[src/rtl/io_input_ctrl_pkg.sv]
// Shared constants for the memory-mapped input peripheral: register offsets,
// SoC placement, interrupt routing and small bus helpers.
package io_input_ctrl_pkg;

    localparam logic [3:0]  IN_DATA = 4'h0;
    localparam logic [3:0]  IN_PEND = 4'h4;
    localparam logic [3:0]  IN_MASK = 4'h8;
    localparam logic [3:0]  IN_EDGE = 4'hC;

    localparam logic [31:0] IO_INPUT_BASE    = 32'h1000_2000;
    localparam int unsigned IO_INPUT_IRQ_BIT = 3;

    // Word index of each register; only addr[3:2] is decoded.
    typedef enum logic [1:0] {
        REG_DATA = IN_DATA[3:2],
        REG_PEND = IN_PEND[3:2],
        REG_MASK = IN_MASK[3:2],
        REG_EDGE = IN_EDGE[3:2]
    } reg_sel_e;

    function automatic reg_sel_e decode_reg(input logic [3:0] addr);
        return reg_sel_e'(addr[3:2]);
    endfunction

    function automatic logic [31:0] lane_mask(input logic [3:0] sel);
        logic [31:0] m;
        m = '0;
        for (int b = 0; b < 4; b++) begin
            m[8*b +: 8] = {8{sel[b]}};
        end
        return m;
    endfunction

endpackage

[src/rtl/io_input_ctrl_debounce_bit.sv]
// One input pin: synchroniser, debounce counter and accepted-level flop.
// rise_o/fall_o pulse in the cycle whose closing edge updates stable_o.
module debounce_bit #(
    parameter int unsigned DEBOUNCE_CYCLES = 250000,
    parameter int unsigned CNT_W           = 18
) (
    input  logic clk,
    input  logic reset,
    input  logic pin_i,
    output logic stable_o,
    output logic rise_o,
    output logic fall_o
);

    localparam logic [CNT_W-1:0] CNT_LAST = CNT_W'(DEBOUNCE_CYCLES - 1);

    logic             meta_q;
    logic             sync_q;
    logic             level_q;
    logic             stable_q;
    logic             stable_d;
    logic [CNT_W-1:0] cnt_q;
    logic [CNT_W-1:0] cnt_d;
    logic             differ;
    logic             accept;

    always_comb begin
        // NOTE: every output of this block gets a default first, so no path can leave one unassigned and infer a latch.
        cnt_d    = '0;
        stable_d = stable_q;
        differ   = (level_q != stable_q);
        accept   = differ && (cnt_q == CNT_LAST);
        if (accept) begin
            stable_d = level_q;
        end else if (differ) begin
            cnt_d = cnt_q + CNT_W'(1);
        end
    end

    // level_q follows the two-flop synchroniser so a new level is seen on
    // DEBOUNCE_CYCLES consecutive edges before it is accepted.
    always_ff @(posedge clk) begin
        if (reset) begin
            // NOTE: the synchroniser is reset too, so a pin held through reset must requalify from scratch.
            meta_q   <= 1'b0;
            sync_q   <= 1'b0;
            level_q  <= 1'b0;
            stable_q <= 1'b0;
            cnt_q    <= '0;
        end else begin
            // NOTE: non-blocking so each flop samples the pre-edge value; blocking would collapse the chain.
            meta_q   <= pin_i;
            sync_q   <= meta_q;
            level_q  <= sync_q;
            stable_q <= stable_d;
            cnt_q    <= cnt_d;
        end
    end

    assign stable_o = stable_q;
    assign rise_o   = accept &  level_q;
    assign fall_o   = accept & ~level_q;

endmodule

[src/rtl/io_input_ctrl.sv]
// Memory-mapped debounced input block: DATA/PEND/MASK/EDGE registers on the
// DMEM-style bus and a registered level interrupt to the core.
module io_input_ctrl
    import io_input_ctrl_pkg::*;
#(
    parameter int unsigned N_IN            = 16,
    parameter int unsigned DEBOUNCE_CYCLES = 250000,
    parameter int unsigned CNT_W           = 18
) (
    input  logic            clk,
    input  logic            reset,
    input  logic [N_IN-1:0] i_pins,
    input  logic [3:0]      i_addr,
    input  logic            i_we,
    input  logic [3:0]      i_sel,
    input  logic [31:0]     i_wdata,
    output logic [31:0]     o_rdata,
    output logic            o_int
);

    logic [N_IN-1:0] stable_w;
    logic [N_IN-1:0] rise_w;
    logic [N_IN-1:0] fall_w;

    for (genvar i = 0; i < N_IN; i++) begin : g_in
        debounce_bit #(
            .DEBOUNCE_CYCLES (DEBOUNCE_CYCLES),
            .CNT_W           (CNT_W)
        ) u_debounce (
            .clk      (clk),
            .reset    (reset),
            .pin_i    (i_pins[i]),
            .stable_o (stable_w[i]),
            .rise_o   (rise_w[i]),
            .fall_o   (fall_w[i])
        );
    end

    logic [N_IN-1:0] pend_q,    pend_d;
    logic [N_IN-1:0] mask_q,    mask_d;
    logic [N_IN-1:0] rise_en_q, rise_en_d;
    logic [N_IN-1:0] fall_en_q, fall_en_d;
    logic            int_q,     int_d;

    reg_sel_e        reg_sel;
    logic [31:0]     bmask;
    logic            wr_pend;
    logic            wr_mask;
    logic            wr_edge;
    logic [N_IN-1:0] pend_clr;
    logic [N_IN-1:0] pend_set;

    always_comb begin
        reg_sel   = decode_reg(i_addr);
        bmask     = lane_mask(i_sel);
        wr_pend   = i_we && (reg_sel == REG_PEND);
        wr_mask   = i_we && (reg_sel == REG_MASK);
        wr_edge   = i_we && (reg_sel == REG_EDGE);
        mask_d    = mask_q;
        rise_en_d = rise_en_q;
        fall_en_d = fall_en_q;
        pend_clr  = '0;
        for (int i = 0; i < N_IN; i++) begin
            if (wr_mask && bmask[i])    mask_d[i]    = i_wdata[i];
            if (wr_edge && bmask[i])    rise_en_d[i] = i_wdata[i];
            if (wr_edge && bmask[16+i]) fall_en_d[i] = i_wdata[16+i];
            if (wr_pend && bmask[i])    pend_clr[i]  = i_wdata[i];
        end
        // A qualified edge in the same cycle as a W1C clear keeps the bit set.
        pend_set = (rise_w & rise_en_q) | (fall_w & fall_en_q);
        pend_d   = (pend_q & ~pend_clr) | pend_set;
        int_d    = |(pend_q & mask_q);
    end

    always_ff @(posedge clk) begin
        if (reset) begin
            pend_q    <= '0;
            mask_q    <= '0;
            rise_en_q <= '0;
            fall_en_q <= '0;
            int_q     <= 1'b0;
        end else begin
            pend_q    <= pend_d;
            mask_q    <= mask_d;
            rise_en_q <= rise_en_d;
            fall_en_q <= fall_en_d;
            int_q     <= int_d;
        end
    end

    always_comb begin
        o_rdata = '0;
        case (reg_sel)
            REG_DATA: o_rdata[N_IN-1:0] = stable_w;
            REG_PEND: o_rdata[N_IN-1:0] = pend_q;
            REG_MASK: o_rdata[N_IN-1:0] = mask_q;
            REG_EDGE: begin
                o_rdata[N_IN-1:0]  = rise_en_q;
                o_rdata[16 +: N_IN] = fall_en_q;
            end
            default:  o_rdata = '0;
        endcase
    end

    assign o_int = int_q;

endmodule

[config.mk]
export PLATFORM = sky130hd
export DESIGN_NAME = io_input_ctrl
export DESIGN_NICKNAME = d
export VERILOG_FILES = /design/src/rtl/io_input_ctrl_pkg.sv /design/src/rtl/io_input_ctrl_debounce_bit.sv /design/src/rtl/io_input_ctrl.sv
export SDC_FILE = /design/constraint.sdc
export NUM_CORES = 1
export LEC_CHECK = 0
export BUFFER_PORTS_ARGS = -buffer_cell sky130_fd_sc_hd__buf_2
export CAP_MARGIN = 10
export CORE_AREA = 8 8 237 239
export CTS_CLUSTER_SIZE = 10
export DETAILED_ROUTE_END_ITERATION = 10
export DIE_AREA = 0 0 245 247
export GPL_ROUTABILITY_DRIVEN = 0
export SLEW_MARGIN = 5
export SYNTH_ARGS = -nofsm -noshare
export SYNTH_HDL_FRONTEND = slang
export SYNTH_SLANG_ARGS = --single-unit
[constraint.sdc]
create_clock -name clk -period 2.8 [get_ports clk]
set_input_delay 0.28 -clock clk [delete_from_list [all_inputs] [get_ports clk]]
set_output_delay 0.28 -clock clk [all_outputs]
set_load 0.01 [all_outputs]
== After elaboration in Yosys (flattened, before gate mapping) ==
Index checks and enable logic that the tools add are counted.
Widths: inputs -> output; s select.

* Output and inout port bits: 33
* Bits of input ports: 59
* Register bits: 417
* Word-level logic and storage cells: 273

* Muxes and demuxes: 18
* Reduce and logical (&&, ||, !) cells: 45
* Bitwise gates (word level): 71
* Add/sub/neg operators: 16
* Equal/unequal tests: 35

{| class="wikitable"
|+ Operators with widths
! operator !! number
|-
| $add 18x1->18 const B || 16
|-
| $eq 18x18->1 const B || 16
|-
| $and 16x16->16 || 4
|-
| $pmux 16 s4 || 1
|-
| $reduce_or 3->1 || 16
|-
| $and 1x1->1 || 32
|-
| $not 1->1 || 32
|-
| $or 16x16->16 || 2
|-
| $logic_and 1x1->1 || 27
|-
| $mux 1 || 16
|-
| $mux 16 || 1
|-
| $ne 1x1->1 || 16
|-
| $not 16->16 || 1
|-
| $reduce_or 16->1 || 1
|-
| $eq 2x2->1 const B || 2
|-
| $eq 2x1->1 const B || 1
|-
| $logic_not 2->1 || 1
|}

== Logic depth before layout (Yosys ltp) ==
* Depth after elaboration: 7
* Mapped depth: 7
* Gate-level depth less buffers: 5

== By module ==
A second synthesis with hierarchy kept.

* Cells, all modules: 2,180
* Area, all modules: 21,286.7 um^2

{| class="wikitable"
|+ Modules (own cells, without submodules)
! module !! area each (um^2) !! times used !! cells an instance !! sequential area each (um^2)
|-
| debounce_bit || 1,143.6 || 16 || 115 || 440.4
|-
| io_input_ctrl || 2,989.1 || 1 || 340 || 1,301.2
|}

== Least setup slack after synthesis ==
OpenSTA, ideal clock, no wires.

* Kind: reg2reg
* From: reg g_in[13].u_debounce.cnt_q[0]
* To: reg g_in[13].u_debounce.cnt_q[16]
* Required time: 2.685 ns
* Setup time: 0.115 ns
* Slack: 0.847 ns
* Period minus slack after synthesis: 1.953 ns
* Buffers on the path: 1
* Arrival time: 1.838 ns
* Cell stages (with the launch flop): 7
* Cells stage by stage: dfxtp_1 > ha_1 > nand3_1 > or4_1 > o21ai_2 > buf_4 > nor2_1

* Word-level cells in the longest chain between the ends: 3
* Elaborated cells on any way between the ends: 4
* Those cells by class: add/sub: 1; eq/ne: 1; reduce/logical: 2

{| class="wikitable"
|+ RTL lines
! item !! RTL line !! RTL
|-
| from (decl) || io_input_ctrl_debounce_bit.sv:22 || <nowiki>logic [CNT_W-1:0] cnt_q;</nowiki>
|-
| from (signal assigned) || io_input_ctrl_debounce_bit.sv:56 || <nowiki>cnt_q <= cnt_d;</nowiki>
|-
| branches (longest 3 deep; another with $add 18x1->18) || -- ||
|}

Several ways; the timed one is not identified.
A chain may end at the register's enable or synchronous reset.

== Final worst setup path ==
* From: reg g_in[3].u_debounce.cnt_q[0]
* To: reg g_in[3].u_debounce.cnt_q[15]

* Word-level cells in the longest chain between the ends: 3
* Elaborated cells on any way between the ends: 4
* Those cells by class: add/sub: 1; eq/ne: 1; reduce/logical: 2

{| class="wikitable"
|+ RTL lines
! item !! RTL line
|-
| from (decl) || io_input_ctrl_debounce_bit.sv:22
|-
| from (signal assigned) || io_input_ctrl_debounce_bit.sv:56
|-
| branches (longest 3 deep; another with $add 18x1->18) || --
|}

Several ways; the timed one is not identified.

==> load_flow_metrics.sql <==
INSERT INTO impl_metrics (metric_group, metric, value, unit) VALUES
('worst_setup_path', 'worst_setup_startpoint', 'g_in[3].u_debounce.cnt_q[0]', ''),
('logic_synthesis', 'synth_area_per_cell', '8.77', 'sq um'),
('logic_synthesis', 'ys_ff_latch', '417', ''),
('timing', 'worstMarginPinSlew', '0.725', 'ns'),
('power', 'power.density', '559', 'nW/um^2'),
('logic_synthesis', 'ys.warnings.count', '0', ''),
('timing', 'rsz0062_at_grt', 'no', ''),
('logic_synthesis', 'synthCells', '2060', ''),
('clock_tree', 'post-cts-setup-buffer-count', '0', ''),
('grt', 'grt_overflow', '0', ''),
('min_path', 'hold_path.class', 'in2reg', ''),
('route', 'vias', '14700', ''),
('min_path', 'worst_hold_path_cells', '2', ''),
('worst_setup_path', 'rr_startpoint', 'g_in[3].u_debounce.cnt_q[0]', ''),
('cells_and_area', 'area_growth_syn_to_layout', '16.6', '%'),
('route', 'number_of_vias_per_cell_after_detailed_routing', '5.05', ''),
('power', 'cellLeakagePower', '6.28', 'nW'),
('worst_setup_path', 'worst_r2r_setup_slack', '0.57', 'ns'),
('logic_synthesis', 'syn_nets', '2135', ''),
('worst_setup_path', 'critical-path-top-delay-family', 'simple AND/OR/NAND/NOR gates', ''),
('die', 'row_count', '84', ''),
('grt', 'grt_start_max_net_pins', '61', ''),
('logic_synthesis', 'synth.lib_cells_used.distinct', '57', ''),
('power', 'seq_power_share', '51.1', '%'),
('grt', 'first_global_vias', '14100', ''),
('timing', 'layout_worst_path_cycle_share', '79.5', '%'),
('route', 'detailedRoute.firstPassIterationCount', '5', ''),
('place', 'io_buffers', '89', ''),
('timing', 'totalNegativeSetupSlack', '0', 'ns'),
('worst_setup_path', 'worst_path_max_delay_cell', 'or4_1', ''),
('clock_tree', 'worstSkewPairLatency', '0.55', 'ns'),
('clock_tree', 'tritoncts', 'built', ''),
('power', 'power.share.switching', '20.8', '%'),
('power', 'power.combinational.fraction', '2.8', '%'),
('power', 'cellInternalPower', '9.32', 'mW'),
('clock_tree', 'tritoncts_num_sinks', '417', ''),
('cells_and_area', 'final_layout_size_suffix_gt1_share', '8.86', '%'),
('worst_setup_path', 'worst-r2r-cell-count', '6', ''),
('timing', 'finalSetupViolations', '0', ''),
('worst_setup_path', 'critical_path_required', '3.23', 'ns'),
('worst_setup_path', 'crit_path_max_fanout', '10', ''),
('place', 'placed_cells_incl_taps', '2793', ''),
('job', 'timing.max_cap.violations', '0', ''),
('clock_tree', 'tritoncts.num_buffers', '48', ''),
('min_path', 'hp-start', 'reset', ''),
('die', 'io-pin-count', '92', ''),
('timing', 'maxClockFrequency', '449', 'MHz'),
('route', 'drt_iter0_markers', '826', ''),
('logic_synthesis', 'async_reset_ff_share', '0', '%'),
('worst_setup_path', 'worst_path_largest_cell_delay', '0.54', 'ns'),
('grt', 'grt_antenna_before_repair', '6', ''),
('logic_synthesis', 'yosysSeqAreaShare', '46.2', '%'),
('logic_synthesis', 'syn_area', '18100', 'sq um'),
('power', 'switchingPower', '2.45', 'mW'),
('logic_synthesis', 'synth_edf_count', '0', ''),
('place', 'detailed_place_hpwl', '30.3', 'mm'),
('worst_setup_path', 'worstSetupPathDepth', '6', ''),
('worst_setup_path', 'critPathLaunchType', 'register', ''),
('logic_synthesis', 'ys.flop_type', 'dfxtp_1', ''),
('timing', 'fin_skew', '0.0151', 'ns'),
('clock_tree', 'cts.reportedPaths.clkPinSlew', '0.05', 'ns'),
('worst_setup_path', 'crit_path_end_kind', 'register', ''),
('timing', 'relSlewSlack', '51.6', '%'),
('worst_setup_path', 'critPathBufInv', '1', ''),
('run_status', 'run_status', 'completed', ''),
('clock_tree', 'deepest_clock_path_buffer_count', '3', ''),
('worst_setup_path', 'chain_of_cells_forming_the_critical_path', 'ha_1 -> nand3_1 -> or4_1 -> o21ai_1 -> buf_4 -> a21oi_1', ''),
('clock_tree', 'post_cts_hold_buffer_count', '48', ''),
('worst_setup_path', 'worst_r2r_endpoint', 'g_in[3].u_debounce.cnt_q[15]', ''),
('route', 'drc_errors', '0', ''),
('route', 'final_antenna_net_count', '0', '');
## layout make-up
type	count	area, sq um	area share (%)
Inverter	62	233	1.10
Antenna cell	3	7.51	0.0356
Clock buffer	58	1300	6.17
Multi-Input combinational cell	1516	9210	43.7
Sequential cell	417	8350	39.6
Timing Repair Buffer	158	1100	5.23
Tap cell	688	861	4.09
## metal layers
layer | routed length (um) | part of all wire [%] | global-route usage [%] | up-vias
li1 | - | - | - | 7448
met3 | 1810 | 4.2 | 2.44 | 66
met1 | 20200 | 47 | 18.3 | 6907
met5 | 27 | 0.063 | 0 | -
met4 | 1030 | 2.4 | 4.31 | 4
met2 | 19700 | 46 | 22.8 | 237
## sequential cells by signal (all words and copies together) (netlist names)
| signal | flops |
|---|---|
| pend_q | 16 |
| g_in.u_debounce.sync_q | 16 |
| mask_q | 16 |
| o_int | 1 |
| g_in.u_debounce.meta_q | 16 |
| g_in.u_debounce.level_q | 16 |
| g_in.u_debounce.cnt_q | 288 |
| g_in.u_debounce.stable_o | 16 |
| rise_en_q | 16 |
| fall_en_q | 16 |
## through the flow
step	cell area, sq um	hold slack, ns	power (mW)	setup WS [ns]	util, %
5_1_grt	21100	0.116	12.2	0.387	40.3
6_report	21100	0.128	11.8	0.575	40.3
3_3_place_gp	19300	0.423	6.40	0.670	36.9
3_5_place_dp	19300	0.420	6.41	0.582	36.9
4_1_cts	21100	0.0966	12.0	0.561	40.3
2_1_floorplan	18100	0.408	6.28	0.847	-
## Yosys cell counts, drive strengths merged (3+ instances only)
| master | count | share of area (%) |
|---|---|---|
| nand2b | 5 | 0.17 |
| a22o | 3 | 0.15 |
| xor2 | 45 | 2.2 |
| buf | 17 | 0.53 |
| clkbuf | 48 | 1.0 |
| nor4b | 24 | 1.2 |
| inv | 62 | 1.3 |
| nand3 | 105 | 2.9 |
| or4b | 8 | 0.44 |
| o211ai | 4 | 0.17 |
| o31ai | 7 | 0.32 |
| o41ai | 8 | 0.39 |
| nor4 | 73 | 2.5 |
| nand3b | 11 | 0.46 |
| a221oi | 3 | 0.15 |
| o21ai | 33 | 1.1 |
| nand4 | 81 | 2.8 |
| nor2b | 50 | 1.7 |
| a32o | 14 | 0.78 |
| nor3 | 78 | 2.2 |
| ha | 16 | 1.1 |
| xnor2 | 194 | 9.4 |
| or3 | 19 | 0.66 |
| a21oi | 83 | 2.3 |
| and4 | 10 | 0.48 |
| or4 | 18 | 0.77 |
| and2 | 4 | 0.14 |
| and3 | 37 | 1.3 |
| dfxtp | 417 | 46 |
| nor2 | 326 | 6.8 |
| mux2i | 31 | 1.7 |
| nand2 | 192 | 4.0 |
| mux4 | 16 | 2.0 |
## worst register-to-register path: stages (launching register included)
cell and delay, ns:
dfxtp_1 0.37, ha_1 0.22, nand3_1 0.19, or4_1 0.54, o21ai_1 0.45, buf_4 0.27, a21oi_1 0.06
## cells by family after synthesis
logic type,Yosys count,synth area share [%]
fa+ha+maj,16,1.11
mux,47,3.71
xor+xnor,239,11.6
buf+inv,127,2.82
simple gates,1049,28.8
flops,417,46.2
compound gates,165,5.74
## placed cells by master, fill, tap and decap left out, types with 48 or more instances in the layout
cell           count
buf_2             88
xnor2_1          194
inv_1             62
nand4_1           81
nor3_1            78
nand2_1          192
nor2b_1           50
a21oi_1           83
dlygate4sd3_1     48
nand3_1          105
nor2_1           326
clkbuf_16         49
nor4_1            73
dfxtp_1          417
## how the worst min path moves through the flow
stage | end | slack [ns]
finish | g_in[10].u_debounce.level_q | 0.13
detailed placement | g_in[14].u_debounce.sync_q | 0.42
global placement | g_in[14].u_debounce.sync_q | 0.42
floorplan | g_in[0].u_debounce.meta_q | 0.41
CTS | g_in[8].u_debounce.sync_q | 0.1
global route | g_in[10].u_debounce.level_q | 0.12
## power groups by stage
stage | clock network [mW] | registers, mW | logic [mW]
finish | 5.44 | 6.01 | 0.325
global route | 5.86 | 6.01 | 0.356
CTS | 5.63 | 6.01 | 0.328
detailed placement | 0 | 6.14 | 0.270
global placement | 0 | 6.14 | 0.266
floorplan | 0 | 6.13 | 0.154
Note: power is estimated with default switching activity, not from simulation.
